**src/rtl/fe_atr_router_pkg.sv**
```systemverilog
// Purpose : shared types and constants for the radio-to-frontend ATR router.
// Latency : n/a (package only).
// Backpressure: n/a (package only).
package fe_atr_router_pkg;

  // Router state: RUN routes every lane, SETTLE holds broken lanes at the safe value.
  typedef enum logic [0:0] {
    ST_RUN    = 1'b0,
    ST_SETTLE = 1'b1
  } state_e;

  // Settings-bus register offsets relative to SR_BASE.
  localparam int SR_MAP    = 0;
  localparam int SR_SETTLE = 1;

  // Width of one frontend's source-select field, and the largest supported channel count.
  localparam int SEL_W  = 4;
  localparam int MAX_CH = 8;

  // Identity map (frontend i sourced from radio i) for the first n frontends.
  function automatic logic [SEL_W*MAX_CH-1:0] ident_map(input int n);
    logic [SEL_W*MAX_CH-1:0] m;
    m = '0;
    for (int i = 0; i < MAX_CH; i++) begin
      if (i < n) m[i*SEL_W +: SEL_W] = SEL_W'(i);
    end
    return m;
  endfunction

endpackage

```
**src/rtl/fe_atr_lane.sv**
```systemverilog
// Purpose : one frontend lane - picks a radio's ATR word, or the safe value, into an output flop.
// Latency : 1 cycle from radio_gpio/sel/force_safe to fe_dat.
// Backpressure: none; the lane samples every cycle.
// Ports: radio_clk/radio_rst_n clock and async active-low reset; radio_gpio all radio words;
//        sel source radio index; force_safe drive SAFE_VAL; fe_dat registered lane output.
module fe_atr_lane
  import fe_atr_router_pkg::*;
#(
  parameter int              NUM_CH   = 2,
  parameter int              WIDTH    = 8,
  parameter logic [WIDTH-1:0] SAFE_VAL = '0
) (
  input  logic                    radio_clk,
  input  logic                    radio_rst_n,
  input  logic [NUM_CH*WIDTH-1:0] radio_gpio,
  input  logic [SEL_W-1:0]        sel,
  input  logic                    force_safe,
  output logic [WIDTH-1:0]        fe_dat
);

  logic [WIDTH-1:0] src_dat;
  logic [WIDTH-1:0] fe_d;
  logic [WIDTH-1:0] fe_q;

  // An index with no matching radio (sel >= NUM_CH) falls through to SAFE_VAL.
  always_comb begin
    src_dat = SAFE_VAL;
    for (int r = 0; r < NUM_CH; r++) begin
      if (sel == SEL_W'(r)) src_dat = radio_gpio[r*WIDTH +: WIDTH];
    end
  end

  always_comb begin
    fe_d = force_safe ? SAFE_VAL : src_dat;
  end

  // Single output stage so the synthesiser can pack it into the IOB.
  always_ff @(posedge radio_clk or negedge radio_rst_n) begin
    if (!radio_rst_n) fe_q <= SAFE_VAL;
    else              fe_q <= fe_d;
  end

  assign fe_dat = fe_q;

endmodule

```
**src/rtl/fe_atr_router.sv**
```systemverilog
// Purpose : routes each radio's ATR word to any frontend with break-before-make on remap.
// Latency : 1 cycle radio_gpio->fe_gpio; remapped lanes are safe for settle+1 cycles.
// Backpressure: none; settings writes are always accepted, later MAP writes override earlier.
// Ports: radio_clk/radio_rst_n clock and async active-low reset; set_stb/set_addr/set_data
//        settings bus; hold forces all lanes safe; radio_gpio per-radio words; fe_gpio
//        registered per-frontend words; busy break/settle/hold in effect; rb_map readback.
module fe_atr_router
  import fe_atr_router_pkg::*;
#(
  parameter int               NUM_CH        = 2,
  parameter int               WIDTH         = 8,
  parameter int               SR_BASE       = 0,
  parameter logic [WIDTH-1:0] SAFE_VAL      = '0,
  parameter logic [15:0]      SETTLE_CYCLES = 16'd16
) (
  input  logic                    radio_clk,
  input  logic                    radio_rst_n,
  input  logic                    set_stb,
  input  logic [7:0]              set_addr,
  input  logic [31:0]             set_data,
  input  logic                    hold,
  input  logic [NUM_CH*WIDTH-1:0] radio_gpio,
  output logic [NUM_CH*WIDTH-1:0] fe_gpio,
  output logic                    busy,
  output logic [31:0]             rb_map
);

  localparam int MAP_W = SEL_W * NUM_CH;
  localparam logic [SEL_W*MAX_CH-1:0] IDENT_ALL = ident_map(NUM_CH);
  localparam logic [MAP_W-1:0]        IDENT_MAP = IDENT_ALL[MAP_W-1:0];

  state_e            state_q, state_d;
  logic [15:0]       cnt_q, cnt_d;
  logic [15:0]       settle_q, settle_d;
  logic [NUM_CH-1:0] break_mask_q, break_mask_d;
  logic [MAP_W-1:0]  active_map_q, active_map_d;
  logic [MAP_W-1:0]  pending_map_q, pending_map_d;
  logic              busy_q, busy_d;

  logic              map_wr;
  logic              settle_wr;
  logic [MAP_W-1:0]  new_map;
  logic [NUM_CH-1:0] map_diff;
  logic              unused_set_data;

  assign map_wr          = set_stb && (set_addr == 8'(SR_BASE + SR_MAP));
  assign settle_wr       = set_stb && (set_addr == 8'(SR_BASE + SR_SETTLE));
  assign new_map         = set_data[MAP_W-1:0];
  assign unused_set_data = ^set_data;

  // Lanes whose source would change are the ones that must break.
  always_comb begin
    map_diff = '0;
    for (int i = 0; i < NUM_CH; i++) begin
      map_diff[i] = (new_map[i*SEL_W +: SEL_W] != active_map_q[i*SEL_W +: SEL_W]);
    end
  end

  always_comb begin
    state_d       = state_q;
    cnt_d         = cnt_q;
    break_mask_d  = break_mask_q;
    active_map_d  = active_map_q;
    pending_map_d = pending_map_q;
    settle_d      = settle_wr ? set_data[15:0] : settle_q;
    // Registered alongside the lane flops so busy lines up with the safe outputs.
    busy_d        = hold || (state_q == ST_SETTLE);

    if (hold) begin
      // Hold keeps reloading the counter; the settle only starts once hold drops.
      state_d      = ST_SETTLE;
      break_mask_d = '1;
      cnt_d        = settle_q;
      if (map_wr) pending_map_d = new_map;
    end else if (state_q == ST_RUN) begin
      if (map_wr && (map_diff != '0)) begin
        pending_map_d = new_map;
        break_mask_d  = map_diff;
        cnt_d         = settle_q;
        state_d       = ST_SETTLE;
      end
    end else if (map_wr) begin
      // Re-map during settle: widen the break set and restart the full settle.
      pending_map_d = new_map;
      break_mask_d  = break_mask_q | map_diff;
      cnt_d         = settle_q;
    end else if (cnt_q == '0) begin
      // Commit the whole map at once; broken lanes stay safe one more cycle via the lane flop.
      active_map_d = pending_map_q;
      break_mask_d = '0;
      state_d      = ST_RUN;
    end else begin
      cnt_d = cnt_q - 16'd1;
    end
  end

  always_ff @(posedge radio_clk or negedge radio_rst_n) begin
    if (!radio_rst_n) begin
      state_q       <= ST_SETTLE;
      cnt_q         <= SETTLE_CYCLES;
      settle_q      <= SETTLE_CYCLES;
      break_mask_q  <= '1;
      active_map_q  <= IDENT_MAP;
      pending_map_q <= IDENT_MAP;
      busy_q        <= 1'b1;
    end else begin
      state_q       <= state_d;
      cnt_q         <= cnt_d;
      settle_q      <= settle_d;
      break_mask_q  <= break_mask_d;
      active_map_q  <= active_map_d;
      pending_map_q <= pending_map_d;
      busy_q        <= busy_d;
    end
  end

  for (genvar i = 0; i < NUM_CH; i++) begin : g_lane
    fe_atr_lane #(
      .NUM_CH   (NUM_CH),
      .WIDTH    (WIDTH),
      .SAFE_VAL (SAFE_VAL)
    ) u_lane (
      .radio_clk   (radio_clk),
      .radio_rst_n (radio_rst_n),
      .radio_gpio  (radio_gpio),
      .sel         (active_map_q[i*SEL_W +: SEL_W]),
      .force_safe  (hold || break_mask_q[i]),
      .fe_dat      (fe_gpio[i*WIDTH +: WIDTH])
    );
  end

  assign busy = busy_q;

  // With 8 channels the map fills all 32 bits; busy still owns bit 31.
  always_comb begin
    rb_map            = '0;
    rb_map[MAP_W-1:0] = active_map_q;
    rb_map[31]        = busy_q;
  end

endmodule

```
**config.mk**
```make
export PLATFORM = sky130hd
export DESIGN_NAME = fe_atr_router
export DESIGN_NICKNAME = d
export VERILOG_FILES = /design/src/rtl/fe_atr_router_pkg.sv /design/src/rtl/fe_atr_lane.sv /design/src/rtl/fe_atr_router.sv
export SDC_FILE = /design/constraint.sdc
export NUM_CORES = 1
export LEC_CHECK = 0
export ABC_AREA = 1
export CAP_MARGIN = 40
export CORE_MARGIN = 2
export CORE_UTILIZATION = 52
export CTS_CLUSTER_SIZE = 24
export DETAILED_ROUTE_END_ITERATION = 7
export PLACE_DENSITY = 0.84
export RECOVER_POWER = 50
export SETUP_SLACK_MARGIN = 0.1
export SLEW_MARGIN = 0
export SYNTH_ARGS = -nofsm -noshare
export SYNTH_HDL_FRONTEND = slang
export SYNTH_HIERARCHICAL = 1
export SYNTH_SLANG_ARGS = --single-unit
```
**constraint.sdc**
```tcl
create_clock -name radio_clk -period 4.7 [get_ports radio_clk]
set_input_delay 0.47 -clock radio_clk [delete_from_list [all_inputs] [get_ports radio_clk]]
set_output_delay 0.47 -clock radio_clk [all_outputs]
set_load 0.02 [all_outputs]
```
==> impl_metrics.csv <==
group,metric,value,unit
routing,wl_per_cell,13.5,um
min_path,hold_class,"primary input to async pin",
placed_design,numPortBuffers,69,
synth,yosysSeqAreaShare,44.4,%
global_routing,grt_pass1_wl,14400,um
placed_design,place_hpwl,6060,um
synth,synth_seq_cells,68,
clock_network,h-tree-depth,3,
floorplan,dieWidth,90.1,um
power_and_ir_drop,p_clk_share,28.2,%
placed_design,pre_cts_ws,1.90,ns
routing,via_per_inst,5.08,
synth,ys_types,30,
power_and_ir_drop,vdd_ir_drop_max,0.239,mV
global_routing,antenna_found_initial,0,
critical_path,crit_type,"primary input to register",
clock_network,cts.sinks,68,
placed_design,gp_congestion,0.849,
timing,skew,0.00796,ns
critical_path,path_cells,"dlygate4sd3_1 -> nor2_1 -> inv_1 -> nor2_2 -> nand2_2 -> nand2_2 -> nand2_1 -> nand2_1",
timing,setup_viol,0,
timing,finalHoldViolations,0,
clock_network,clk_path_buf_depth,2,
floorplan,die_area,0.00811,sq mm
synth,postSynthAreaPerCell,8.50,sq um
critical_path,cp_top_family,"simple AND/OR/NAND/NOR gates",
cells_and_area,antennaDiodeCount,0,
floorplan,rows,31,
floorplan,initial_core_util,53.4,%
placed_design,place_area,0.00447,sq mm
timing,relSlewSlack,43.0,%
power_and_ir_drop,finalPower,0.00192,W
critical_path,crit_start,"hold",
power_and_ir_drop,p_sw_share,36.4,%
synth,synthCells,453,
critical_path,rr_startpoint,"state_q",
power_and_ir_drop,p_switching,0.000699,W
clock_network,cts_buffers,9,
cells_and_area,drive_above_1_share,17.3,%
routing,drt_iter0_markers,157,
clock_network,cts_hold_buf,0,
cells_and_area,postLayoutCellArea,0.00470,sq mm
power_and_ir_drop,pwr-share-seq,38.7,%
job,max_cap_viol_count,0,
critical_path,critPathSlowestCell,"nor2_2",
global_routing,grt_pass1_vias,3161,
clock_network,post_cts_buffers,0,
timing,tightest_slew,0.855,ns
power_and_ir_drop,power_leakage,2.22,nW
routing,wl,8410,um
synth,yosysWarnings,6,
timing,fin_crit_sh,54.9,%
critical_path,start_kind,"primary input",
cells_and_area,finalNetCount,581,
floorplan,die_height,90.1,um
critical_path,cp.arrival,2.86,ns
timing,rsz0062_at_grt,"no",
critical_path,path_max_fanout,21,
power_and_ir_drop,power.density,409,mW/mm^2
timing,slew_violations,0,
global_routing,grt_start_max_net_pins,69,
clock_network,cts.clk_slew.worst_paths,0.07,ns
power_and_ir_drop,power_frac_comb,33.1,%
clock_network,cts_resized,0,
routing,num_vias,3171,
critical_path,cp_data_required_time,4.98,ns
power_and_ir_drop,p_int,0.00122,W
clock_network,clk_latency,0.34,ns
routing,ant_nets,0,
global_routing,groute.usage.overall,21.9,%
synth,synth.cell_area,0.00385,sq mm
floorplan,core_area,0.00721,sq mm
clock_network,clockRootBuffer,"clkbuf_8",
routing,dr.pass1.iters,5,
cells_and_area,fin_util,65.1,%
clock_network,cts_tree,"done",
timing,fin_crit,2.58,ns
timing,worst_slack,2.12,ns
timing,fmax,388,MHz
floorplan,io_pins,109,
critical_path,crit_path_max_incr_delay,0.62,ns
cells_and_area,area_growth_syn_to_layout,21.9,%
status,status,"finished clean",
critical_path,rr_worst_depth,8,
global_routing,gr-total-overflow,0,
routing,drc,0,
critical_path,cp.depth,8,
timing,tns,0,ns
critical_path,crit_buf_inv,2,
critical_path,cp-end-kind,"register",
[synthesized netlist by cell type]
master / number / share of area [%]
or2_0: 6 / 0.97
buf_6: 5 / 1.5
xor2_1: 6 / 1.4
o21ai_0: 18 / 2.3
nand2_1: 107 / 10
nand3_4: 1 / 0.45
nand3b_4: 1 / 0.52
a21oi_1: 18 / 2.3
nand3_2: 8 / 2.1
conb_1: 1 / 0.097
inv_2: 5 / 0.49
mux2_4: 6 / 2.3
nand3_1: 46 / 6.0
ha_1: 1 / 0.32
inv_1: 34 / 3.3
buf_4: 27 / 5.3
or2_2: 2 / 0.32
nor2_2: 7 / 1.1
dfrtp_1: 60 / 39
buf_2: 2 / 0.26
nor3_1: 1 / 0.13
nand2_2: 7 / 1.1
buf_1: 2 / 0.20
mux2_2: 8 / 2.3
clkinv_1: 1 / 0.097
nor2_1: 37 / 3.6
nor2_4: 3 / 0.88
dfstp_2: 8 / 5.5
o21ai_2: 17 / 3.9
xnor2_1: 8 / 1.8
[final timing paths]
path                       slack [ns]               to
setup / recovery                 2.12         cnt_q[8]
hold / removal                   0.31      settle_q[7]
setup reg to reg                 2.32         cnt_q[8]
hold reg to reg                  0.46  break_mask_q[0]
max in group asynchronous        3.83         cnt_q[0]
min in group radio_clk           0.46  break_mask_q[0]
[cell type report]
cell class	count	area [sq um]
Inverter	40	150
Clock buffer	9	124
Sequential cell	68	1710
Fill cell	604	2520
Multi-Input combinational cell	331	1800
Tap cell	99	124
Timing Repair Buffer	70	693
Clock inverter	7	97.6
[worst register-to-register path: cells and delay by family, from the launching register on]
kind / cells / cell delay [ns]
AND/OR/NAND/NOR: 6 / 1.66
flip-flops: 1 / 0.55
buffers and inverters: 2 / 0.13
[cells in the final DEF (no fill, tap or decap), types with 3 or more instances in the layout]
master           netlist  layout
nor2_4                 3       3
mux2_4                 6       6
clkbuf_8               0       9
dfrtp_1               60      60
inv_2                  5       5
nand2_1              107     107
nor2_2                 7       7
clkdlybuf4s50_1        0      67
a21oi_1               18      18
nand2_2                7       7
o21ai_2               17      17
inv_1                 34      34
nor2_1                37      37
or2_0                  6       6
nand3_1               46      46
nand3_2                8       8
conb_1                 1      23
dfstp_2                8       8
xnor2_1                8       8
o21ai_0               18      18
mux2_2                 8       8
xor2_1                 6       6
[metal layers]
metal / routed length, um / track usage, % / vias to the layer above
li1: - / - / 1535
met1: 3650 / 27.9 / 1508
met2: 4160 / 36.8 / 114
met3: 427 / 4.44 / 14
met4: 167 / 8.59 / 0
met5: 0 / 0 / -
[cells by family (layout without fill, tap and decap cells)]
kind of cell / count (synthesis) / after routing / synth area share [%]
flops: 68 / 68 / 44.4
compound gates: 53 / 53 / 8.54
other cells: 1 / 23 / 0.0974
fa+ha+maj: 1 / 1 / 0.325
simple gates: 226 / 226 / 27.6
xor+xnor: 14 / 14 / 3.18
buf+inv: 76 / 126 / 11.1
mux: 14 / 14 / 4.68
[sequential cells by signal (all words and copies together), names as in the netlist]
| register | cells |
|---|---|
| cnt_q | 16 |
| g_lane.u_lane/fe_dat | 16 |
| settle_q | 16 |
| active_map_q | 8 |
| pending_map_q | 8 |
| break_mask_q | 2 |
| busy | 1 |
| state_q | 1 |
[through the flow]
| step | hold slack (ns) | cells |
|---|---|---|
| floorplan | 0.174 | 475 |
| global placement | 0.448 | 608 |
| detailed placement | 0.451 | 608 |
| CTS | 0.342 | 624 |
| global route | 0.383 | 624 |
| finish | 0.309 | 624 |
[power by group through the flow]
stage | clock (W) | combinational (W) | sequential (W)
floorplan | 0 | 0.000396 | 0.000786
global placement | 0 | 0.000604 | 0.000747
detailed placement | 0 | 0.000629 | 0.000753
CTS | 0.000548 | 0.000634 | 0.000743
global route | 0.000577 | 0.000704 | 0.000755
finish | 0.000542 | 0.000635 | 0.000742
No activity file was read; power rests on OpenSTA's default activity.
